==> src/rtl/pim_pkg.sv <==
// Shared types and helpers for the bit-serial PIM vector-matrix engine.
// Latency: n/a (package only).
// Backpressure: n/a (package only).
package pim_pkg;

  // Engine control states.
  typedef enum logic [1:0] {
    IDLE    = 2'd0,
    COMPUTE = 2'd1,
    DONE    = 2'd2
  } state_e;

  // Ceiling log2; returns 0 for n <= 1, so callers widen to at least 1 bit.
  function automatic int clog2(input int n);
    int r;
    r = 0;
    while ((1 << r) < n) r++;
    return r;
  endfunction

  // Saturate a per-slice popcount to the ADC full-scale code 2^adc_w-1.
  // The result always fits in adc_w+1 bits; callers truncate to that width.
  function automatic int unsigned adc_clamp(input int unsigned cnt, input int adc_w);
    int unsigned lim;
    lim = (32'd1 << adc_w) - 32'd1;
    return (cnt > lim) ? lim : cnt;
  endfunction

endpackage

==> src/rtl/pim_bitslice_lane.sv <==
// One column lane: AND the current bit-slice with the column weights, popcount, ADC clamp.
// Latency: purely combinational, zero cycles.
// Backpressure: none; the lane is evaluated every cycle and sampled by the top only in COMPUTE.
module pim_bitslice_lane
  import pim_pkg::*;
#(
  parameter int N_ELEM = 32,
  parameter int ADC_W  = 6
) (
  input  logic [N_ELEM-1:0] slice_i,
  input  logic [N_ELEM-1:0] weight_i,
  output logic [ADC_W:0]    p_o
);

  logic [N_ELEM-1:0] hit;
  int unsigned       cnt;

  assign hit = slice_i & weight_i;

  // Count elements whose slice bit and weight are both set, then clamp to ADC range.
  always_comb begin
    cnt = 0;
    for (int i = 0; i < N_ELEM; i++) begin
      cnt = cnt + {31'd0, hit[i]};
    end
    p_o = (ADC_W+1)'(adc_clamp(cnt, ADC_W));
  end

endmodule

==> src/rtl/pim_vecmat_serial.sv <==
// Bit-serial PIM vector x binary-matrix multiply, one slice per cycle, MSB first, N_COL outputs.
// Latency: handshake in cycle T gives out_valid in cycle T+DATA_W+1; one vector per DATA_W+1 cycles.
// Backpressure: results held in DONE until out_ready; in_ready follows out_ready there, so a new vector can start back-to-back.
module pim_vecmat_serial
  import pim_pkg::*;
#(
  parameter int N_ELEM = 32,
  parameter int DATA_W = 8,
  parameter int N_COL  = 4,
  parameter int ADC_W  = 6,
  parameter int ACC_W  = 16,
  localparam int COL_W = (clog2(N_COL) > 0) ? clog2(N_COL) : 1,
  localparam int K_W   = (clog2(DATA_W) > 0) ? clog2(DATA_W) : 1
) (
  input  logic                      clk,
  input  logic                      reset,
  input  logic                      w_en,
  input  logic [COL_W-1:0]          w_col,
  input  logic [N_ELEM-1:0]         w_data,
  output logic                      w_ready,
  input  logic                      in_valid,
  output logic                      in_ready,
  input  logic                      in_signed,
  input  logic [N_ELEM*DATA_W-1:0]  vector,
  output logic                      out_valid,
  input  logic                      out_ready,
  output logic [N_COL*ACC_W-1:0]    data_out,
  output logic                      busy
);

  // The accumulator must hold the largest unsigned sum plus a sign bit.
  if (ACC_W < ADC_W + DATA_W + 1) begin : g_acc_w_check
    $error("pim_vecmat_serial: ACC_W must be at least ADC_W+DATA_W+1");
  end

  state_e                    state_q, state_d;
  logic [N_ELEM-1:0]         w_q    [N_COL];
  logic [N_ELEM*DATA_W-1:0]  vec_q;
  logic                      sgn_q;
  logic [K_W-1:0]            k_q;
  logic [ACC_W-1:0]          acc_q  [N_COL];
  logic [ACC_W-1:0]          acc_d  [N_COL];
  logic [ACC_W-1:0]          dout_q [N_COL];
  logic [ACC_W-1:0]          term   [N_COL];
  logic [ADC_W:0]            p      [N_COL];
  logic [N_ELEM-1:0]         slice;
  logic                      accept;
  logic                      first_slice;
  logic                      last_slice;
  logic                      w_accept;

  assign accept      = in_valid & in_ready;
  assign w_accept    = w_en & w_ready & (32'(w_col) < N_COL);
  assign first_slice = (k_q == K_W'(DATA_W - 1));
  assign last_slice  = (k_q == '0);

  // State register.
  always_ff @(posedge clk) begin
    if (reset) begin
      state_q <= IDLE;
    end else begin
      state_q <= state_d;
    end
  end

  // Next-state: IDLE -> COMPUTE on a vector, COMPUTE -> DONE after slice 0,
  // DONE -> COMPUTE (back-to-back) or IDLE once the consumer takes the result.
  always_comb begin
    state_d = state_q;
    case (state_q)
      IDLE: begin
        if (in_valid) state_d = COMPUTE;
      end
      COMPUTE: begin
        if (last_slice) state_d = DONE;
      end
      DONE: begin
        if (out_ready) state_d = in_valid ? COMPUTE : IDLE;
      end
      default: state_d = IDLE;
    endcase
  end

  // Handshake and status outputs decoded from the current state.
  always_comb begin
    in_ready  = 1'b0;
    w_ready   = 1'b0;
    out_valid = 1'b0;
    busy      = 1'b0;
    case (state_q)
      IDLE: begin
        in_ready = 1'b1;
        w_ready  = 1'b1;
      end
      COMPUTE: begin
        busy = 1'b1;
      end
      DONE: begin
        out_valid = 1'b1;
        in_ready  = out_ready;
      end
      default: begin
        in_ready = 1'b0;
      end
    endcase
  end

  // Weight array: written only in IDLE, so a write alongside a vector lands before slice DATA_W-1.
  always_ff @(posedge clk) begin
    if (reset) begin
      for (int c = 0; c < N_COL; c++) begin
        w_q[c] <= '0;
      end
    end else if (w_accept) begin
      w_q[w_col] <= w_data;
    end
  end

  // Gather bit k of every element into the current slice.
  always_comb begin
    slice = '0;
    for (int e = 0; e < N_ELEM; e++) begin
      slice[e] = vec_q[e*DATA_W + int'(k_q)];
    end
  end

  for (genvar c = 0; c < N_COL; c++) begin : g_lane
    pim_bitslice_lane #(
      .N_ELEM (N_ELEM),
      .ADC_W  (ADC_W)
    ) u_lane (
      .slice_i  (slice),
      .weight_i (w_q[c]),
      .p_o      (p[c])
    );

    assign term[c] = ACC_W'(p[c]);
    assign data_out[c*ACC_W +: ACC_W] = dout_q[c];
  end

  // Shift-and-add; the MSB slice carries negative weight for two's complement inputs.
  always_comb begin
    for (int c = 0; c < N_COL; c++) begin
      acc_d[c] = '0;
      if (sgn_q && first_slice) begin
        acc_d[c] = (acc_q[c] << 1) - term[c];
      end else begin
        acc_d[c] = (acc_q[c] << 1) + term[c];
      end
    end
  end

  // Datapath: latch the vector on accept, accumulate per slice, publish results on entry to DONE.
  always_ff @(posedge clk) begin
    if (reset) begin
      vec_q <= '0;
      sgn_q <= 1'b0;
      k_q   <= '0;
      for (int c = 0; c < N_COL; c++) begin
        acc_q[c]  <= '0;
        dout_q[c] <= '0;
      end
    end else if (accept) begin
      vec_q <= vector;
      sgn_q <= in_signed;
      k_q   <= K_W'(DATA_W - 1);
      for (int c = 0; c < N_COL; c++) begin
        acc_q[c] <= '0;
      end
    end else if (state_q == COMPUTE) begin
      k_q <= k_q - K_W'(1);
      for (int c = 0; c < N_COL; c++) begin
        acc_q[c] <= acc_d[c];
        if (last_slice) dout_q[c] <= acc_d[c];
      end
    end
  end

endmodule

==> config.mk <==
export PLATFORM = sky130hd
export DESIGN_NAME = pim_vecmat_serial
export DESIGN_NICKNAME = d
export VERILOG_FILES = /design/src/rtl/pim_pkg.sv /design/src/rtl/pim_bitslice_lane.sv /design/src/rtl/pim_vecmat_serial.sv
export SDC_FILE = /design/constraint.sdc
export NUM_CORES = 1
export LEC_CHECK = 0
export CAP_MARGIN = 5
export CORE_MARGIN = 4
export CORE_UTILIZATION = 55
export CTS_CLUSTER_DIAMETER = 80
export DETAILED_ROUTE_END_ITERATION = 16
export PLACE_DENSITY = 0.8
export SYNTH_ARGS = -nofsm -noshare
export SYNTH_HDL_FRONTEND = slang
export SYNTH_SLANG_ARGS = --single-unit
export TNS_END_PERCENT = 5
==> constraint.sdc <==
create_clock -name clk -period 11.84 [get_ports clk]
set_input_delay 2.368 -clock clk [delete_from_list [all_inputs] [get_ports clk]]
set_output_delay 2.368 -clock clk [all_outputs]
set_load 0.05 [all_outputs]
* Word level (Yosys, flattened, before mapping)
Memories as Yosys holds them, arrays and structs flattened.
Cells that the tools add are included.
W data, S select, Z words.
** Storage, ports and cells
- Memories :: 3
- Register bits after elaboration :: 262
- Logic and storage cells :: 382
- RAM bits :: 256
- Output and inout port bits :: 68
** Memory list
- w_q :: depth 4, bits a word 32, read ports 4, clocked after memory_dff 0, wr ports 4, RTL line pim_vecmat_serial.sv:37 : logic [N_ELEM-1:0] w_q [N_COL];
- acc_q :: depth 4, bits a word 16, read ports 4, clocked after memory_dff 0, wr ports 4, RTL line pim_vecmat_serial.sv:41 : logic [ACC_W-1:0] acc_q [N_COL];
- dout_q :: depth 4, bits a word 16, read ports 4, clocked after memory_dff 0, wr ports 4, RTL line pim_vecmat_serial.sv:43 : logic [ACC_W-1:0] dout_q [N_COL];
** Cells by class
- Add/subtract/negate cells :: 164
- $lt $le $gt $ge :: 36
- Eq/ne operators :: 6
- Bitwise logic cells :: 18
- Mux-type cells :: 145
- Reduce and logical (&&, ||, !) cells :: 6
** Operators by type and width (number)
- $add A32 B1 Y32 :: 120
- $mux W16 :: 16
- $bmux W1 S8 :: 31
- $add A8 B3 Y9 const A :: 16
- $lt A9 B9 Y1 const B :: 16
- $and A32 B32 Y32 :: 4
- $gt A32 B6 Y1 const B :: 4
- $mux W1 :: 84
- $lt A8 B9 Y1 const B :: 8
- $add A16 B7 Y16 :: 4
- $add A7 B3 Y8 const A :: 8
- $sub A16 B7 Y16 :: 4
- $lt A7 B9 Y1 const B :: 4
- $mux W32 :: 1
- $reduce_or A32 Y1 :: 1
- $add A6 B3 Y7 const A :: 4
- $mux W7 :: 4
- $lt A6 B9 Y1 const B :: 2
- $add A5 B3 Y6 const A :: 2
- $or A1 B1 Y1 :: 12
- $lt A3 B9 Y1 const B :: 1
- $lt A5 B9 Y1 const B :: 1
- $add A1 B1 Y2 :: 4
- $mux W2 :: 4
- other kinds (16) :: 20

* Logic depth before layout (Yosys ltp)
- Depth after elaboration :: 41
- Gate-level depth with buffers :: 31

* By module
A second synthesis with hierarchy kept.
** Second synthesis, totals
- Cell total of the unflattened synthesis :: 2864
- Area total of the unflattened synthesis :: 27634.0 um^2
** Modules (own cells, without submodules)
- pim_vecmat_serial :: times used 1, sequential area each 12662.1 um^2, area an instance 23495.0 um^2, cells each 2364
- pim_bitslice_lane :: times used 4, sequential area each 0.0 um^2, area an instance 1034.7 um^2, cells each 125

* Least setup slack after synthesis
OpenSTA, ideal clock, no wires.
- Path type :: register to register
- Start :: reg k_q[0]
- End :: mem dout_q[2][13] (data pin)
- Data arrival time :: 8143 ps
- Stages on the path, launching flop included :: 28
- Slack :: 3432 ps
- Library setup time :: 265 ps
- Required time :: 11575 ps
- Cells stage by stage :: dfxtp_1 > clkbuf_1 > buf_2 > buf_2 > mux4_2 > mux2i_1 > nor2b_1 > ha_1 > inv_1 > fa_1 > fa_1 > inv_1 > fa_1 > fa_1 > fa_1 > fa_1 > fa_1 > fa_1 > a21o_1 > a21oi_1 > xnor2_1 > ha_1 > or2_2 > a2111oi_2 > nor4b_1 > a32oi_1 > xor2_1 > nor2_1
** RTL lines
- from (decl) :: RTL line pim_vecmat_serial.sv:40 : logic [K_W-1:0] k_q;
- from (signal assigned) :: RTL line pim_vecmat_serial.sv:166 : k_q <= K_W'(DATA_W - 1);
- from (signal assigned) :: RTL line pim_vecmat_serial.sv:171 : k_q <= k_q - K_W'(1);
- to (decl) :: RTL line pim_vecmat_serial.sv:43

==> out/results.tsv <==
metric	value	unit
relSlewSlack	0.1995	
die_h	228.4	um
cts_tree	done	
synthesis.nets	3171	
period_share	0.7945	
finalNetCount	3449	
syn_area	26710	um^2
swShare	0.3267	
ys_seq_area_frac	0.4740	
gp_congestion	0.9037	
power_density	170.6	nW/um^2
drv_slew	0	
reg2reg_from	k_q[0]	
power_frac_seq	0.381	
drt_iter0_drc	1797	
synthArstFlopShare	0	
critPathKind	flop to flop	
intPower	3734	uW
path_clk_slew	0.06	ns
drive_gt1_frac	0.07190	
clkLatencyLatePin	0.62	ns
ys_ff_latch	514	
cp_max_fo	46	
power_frac_comb	0.302	
end_kind	flop	
clockPowerShare	0.317	
reg2regPathDepth	26	
cts-root-buf	clkbuf_16	
layout_min_cycle_time	9.407	ns
worstSetupStartpointType	flop	
dp_worst_setup_slack	2.390	ns
avgSynthCellArea	9.908	um^2
synthFlopType	dfxtp_1	
grt_usage	0.2691	
antenna_found_initial	8	
dieArea	52160	um^2
use_met1	0.3329	
final.setup.tns	0	ns
cts_resized	0	
core_region_area	47850	um^2
cp_slowest_cell	dfxtp_4	
critPathMostFrequentCell	fa_1	
drc_errors	0	
firstDrtPassIters	6	
setup_violations	0	
overflow	0	
hp-class	flop to flop	
core.rowCount	80	
hpwl	52230	um
cts_buffers	52	
fin_skew	0.02877	ns
via_per_inst	5.636	
grt_pass1_vias	20980	
p_sw	1812	uW
yosysWarnings	0	
hold_depth	2	
tightestPinTransition	1.201	ns
post_cts_buffers	0	
min-delay-start	vec_q[120]	
ctsHoldBuffers	0	
rsz0062_at_grt	false	
synth_edf_count	237	
cp.required	12.17	ns
drv_cap	0	
setup_slack	2.433	ns
wirelength	72010	um
status	finished, final reports clean	
routedWlPerCell	19.79	um
dpl_cell_area	30640	um^2
clockBufferDepth	3	
placedCellCount	3535	
yosysTopAreaCell	edfxtp_1	
cts.sinks	514	
ios	364	
final_antenna_net_count	0	
design_area	32520	um^2
fmax	0.1063	GHz
instances_no_fill	3638	
area_delta_synth_final	21.73	%
grt_busiest_layer	met2	
power.leakage	0.01252	uW
num_vias	20500	
crit_arrival	9.73	ns
yosys-top-cells-area	edfxtp_1 27%, dfxtp_1 21%, nand2_1 8.7%	
yosysTopAreaCellShare	0.2664	
ir_drop	0.1287	mV
hold_viol_final	0	
yosysUniqueCellTypes	66	
total_power	5546	uW
crit_start	k_q[0]	
numPortBuffers	363	
use_met2	0.4636	
max_stage_delay	0.93	ns
grt_pass1_wl	112900	um
cts_max_level	2	
grt_use_met3	0.05047	
fillerInstances	3599	
die_w	228.4	um
start_util	0.5583	
synth_cells	2696	
grt_max_degree	253	
worst max-delay path, delay by kind of cell, from the launching register on:
| kind | cells | cell delay (ns) |
|---|---|---|
| compound gates | 3 | 0.89 |
| xor+xnor | 2 | 0.49 |
| fa+ha+maj | 9 | 4.12 |
| buf+inv | 4 | 0.74 |
| flops | 1 | 0.93 |
| mux | 2 | 0.98 |
| simple gates | 6 | 0.94 |
area by class of cell:
cell class	count	area, um^2	area share
inverters	143	536.8	0.01651
repair buffers	380	3777	0.1162
clock buffers	77	1564	0.04810
flip-flops and latches	514	12670	0.3896
well taps	615	769.5	0.02366
clock inverters	21	297.8	0.009157
diodes	5	12.51	0.0003848
multi-input cells	1883	12890	0.3965
layer usage:
metal	vias up	routed length, um
li1	9603	-
met1	9994	28530
met2	729	35820
met3	168	4445
met4	8	3155
met5	-	57
final timing paths:
path                       end  slack, ns
hold / removal      vec_q[120]       0.45
setup reg to reg  acc_q[1][11]       2.43
hold reg to reg     vec_q[120]       0.45
setup / recovery  acc_q[1][11]       2.43
sequential cells by signal, summed over array words and instances (netlist names):
| signal | count |
|---|---|
| w_q | 128 |
| dout_q | 64 |
| vec_q | 256 |
| sgn_q | 1 |
| k_q | 3 |
| state_q | 2 |
| acc_q | 60 |
per-stage QoR:
step	util	hold slack [ns]
floorplan	-	0.4331
global placement	0.6405	0.4405
detailed placement	0.6405	0.4465
CTS	0.6794	0.4545
global route	0.6795	0.4662
finish	0.6797	0.4534
logic make-up (layout without fill, tap and decap cells):
family	count (synthesis)	after routing	synth area share
compound gates	422	422	0.08881
xor+xnor	67	67	0.02197
fa+ha+maj	179	179	0.1131
buf+inv	299	621	0.04506
flops	514	514	0.4740
mux	98	98	0.06745
other cells	0	5	0
simple gates	1117	1117	0.1896
power by group through the flow:
| stage | Sequential, uW | Combinational [uW] | Clock, uW |
|---|---|---|---|
| 5_1_grt | 2130 | 1850 | 1860 |
| 3_5_place_dp | 2150 | 1660 | 0 |
| 4_1_cts | 2110 | 1680 | 1780 |
| 6_report | 2110 | 1680 | 1760 |
| 2_1_floorplan | 2170 | 1120 | 0 |
| 3_3_place_gp | 2140 | 1590 | 0 |
cells in the mapped netlist, types with 8 or more instances:
master    number
nand2_1      619
a21oi_1      301
dfxtp_1      277
edfxtp_1     237
nor2_1       155
and2_1       143
inv_1        143
clkbuf_1     124
fa_1         104
nor2b_1       77
ha_1          75
mux4_2        64
xnor2_1       47
o21ai_0       27
nor3_1        24
nand2b_1      22
xor2_1        20
mux2i_1       18
mux2_2        16
a211oi_1      15
buf_2         14
nand4_1       13
nand3_1       12
buf_1         10
nor4_1         9
or2_2          9
and3_1         8
o21bai_1       8
o31ai_1        8
layout by cell type (no fill, tap or decap), types with 18 or more instances in the layout:
cell type | Yosys | routed
nand2_1 | 619 | 618
clkdlybuf4s50_1 | 0 | 362
a21oi_1 | 301 | 301
dfxtp_1 | 277 | 274
edfxtp_1 | 237 | 237
nor2_1 | 155 | 155
inv_1 | 143 | 143
and2_1 | 143 | 143
fa_1 | 104 | 104
nor2b_1 | 77 | 76
ha_1 | 75 | 75
mux4_2 | 64 | 64
clkbuf_16 | 0 | 55
xnor2_1 | 47 | 47
o21ai_0 | 27 | 27
nor3_1 | 24 | 23
nand2b_1 | 22 | 21
xor2_1 | 20 | 20
mux2i_1 | 18 | 18
No activity file was read; power rests on OpenSTA's default activity.
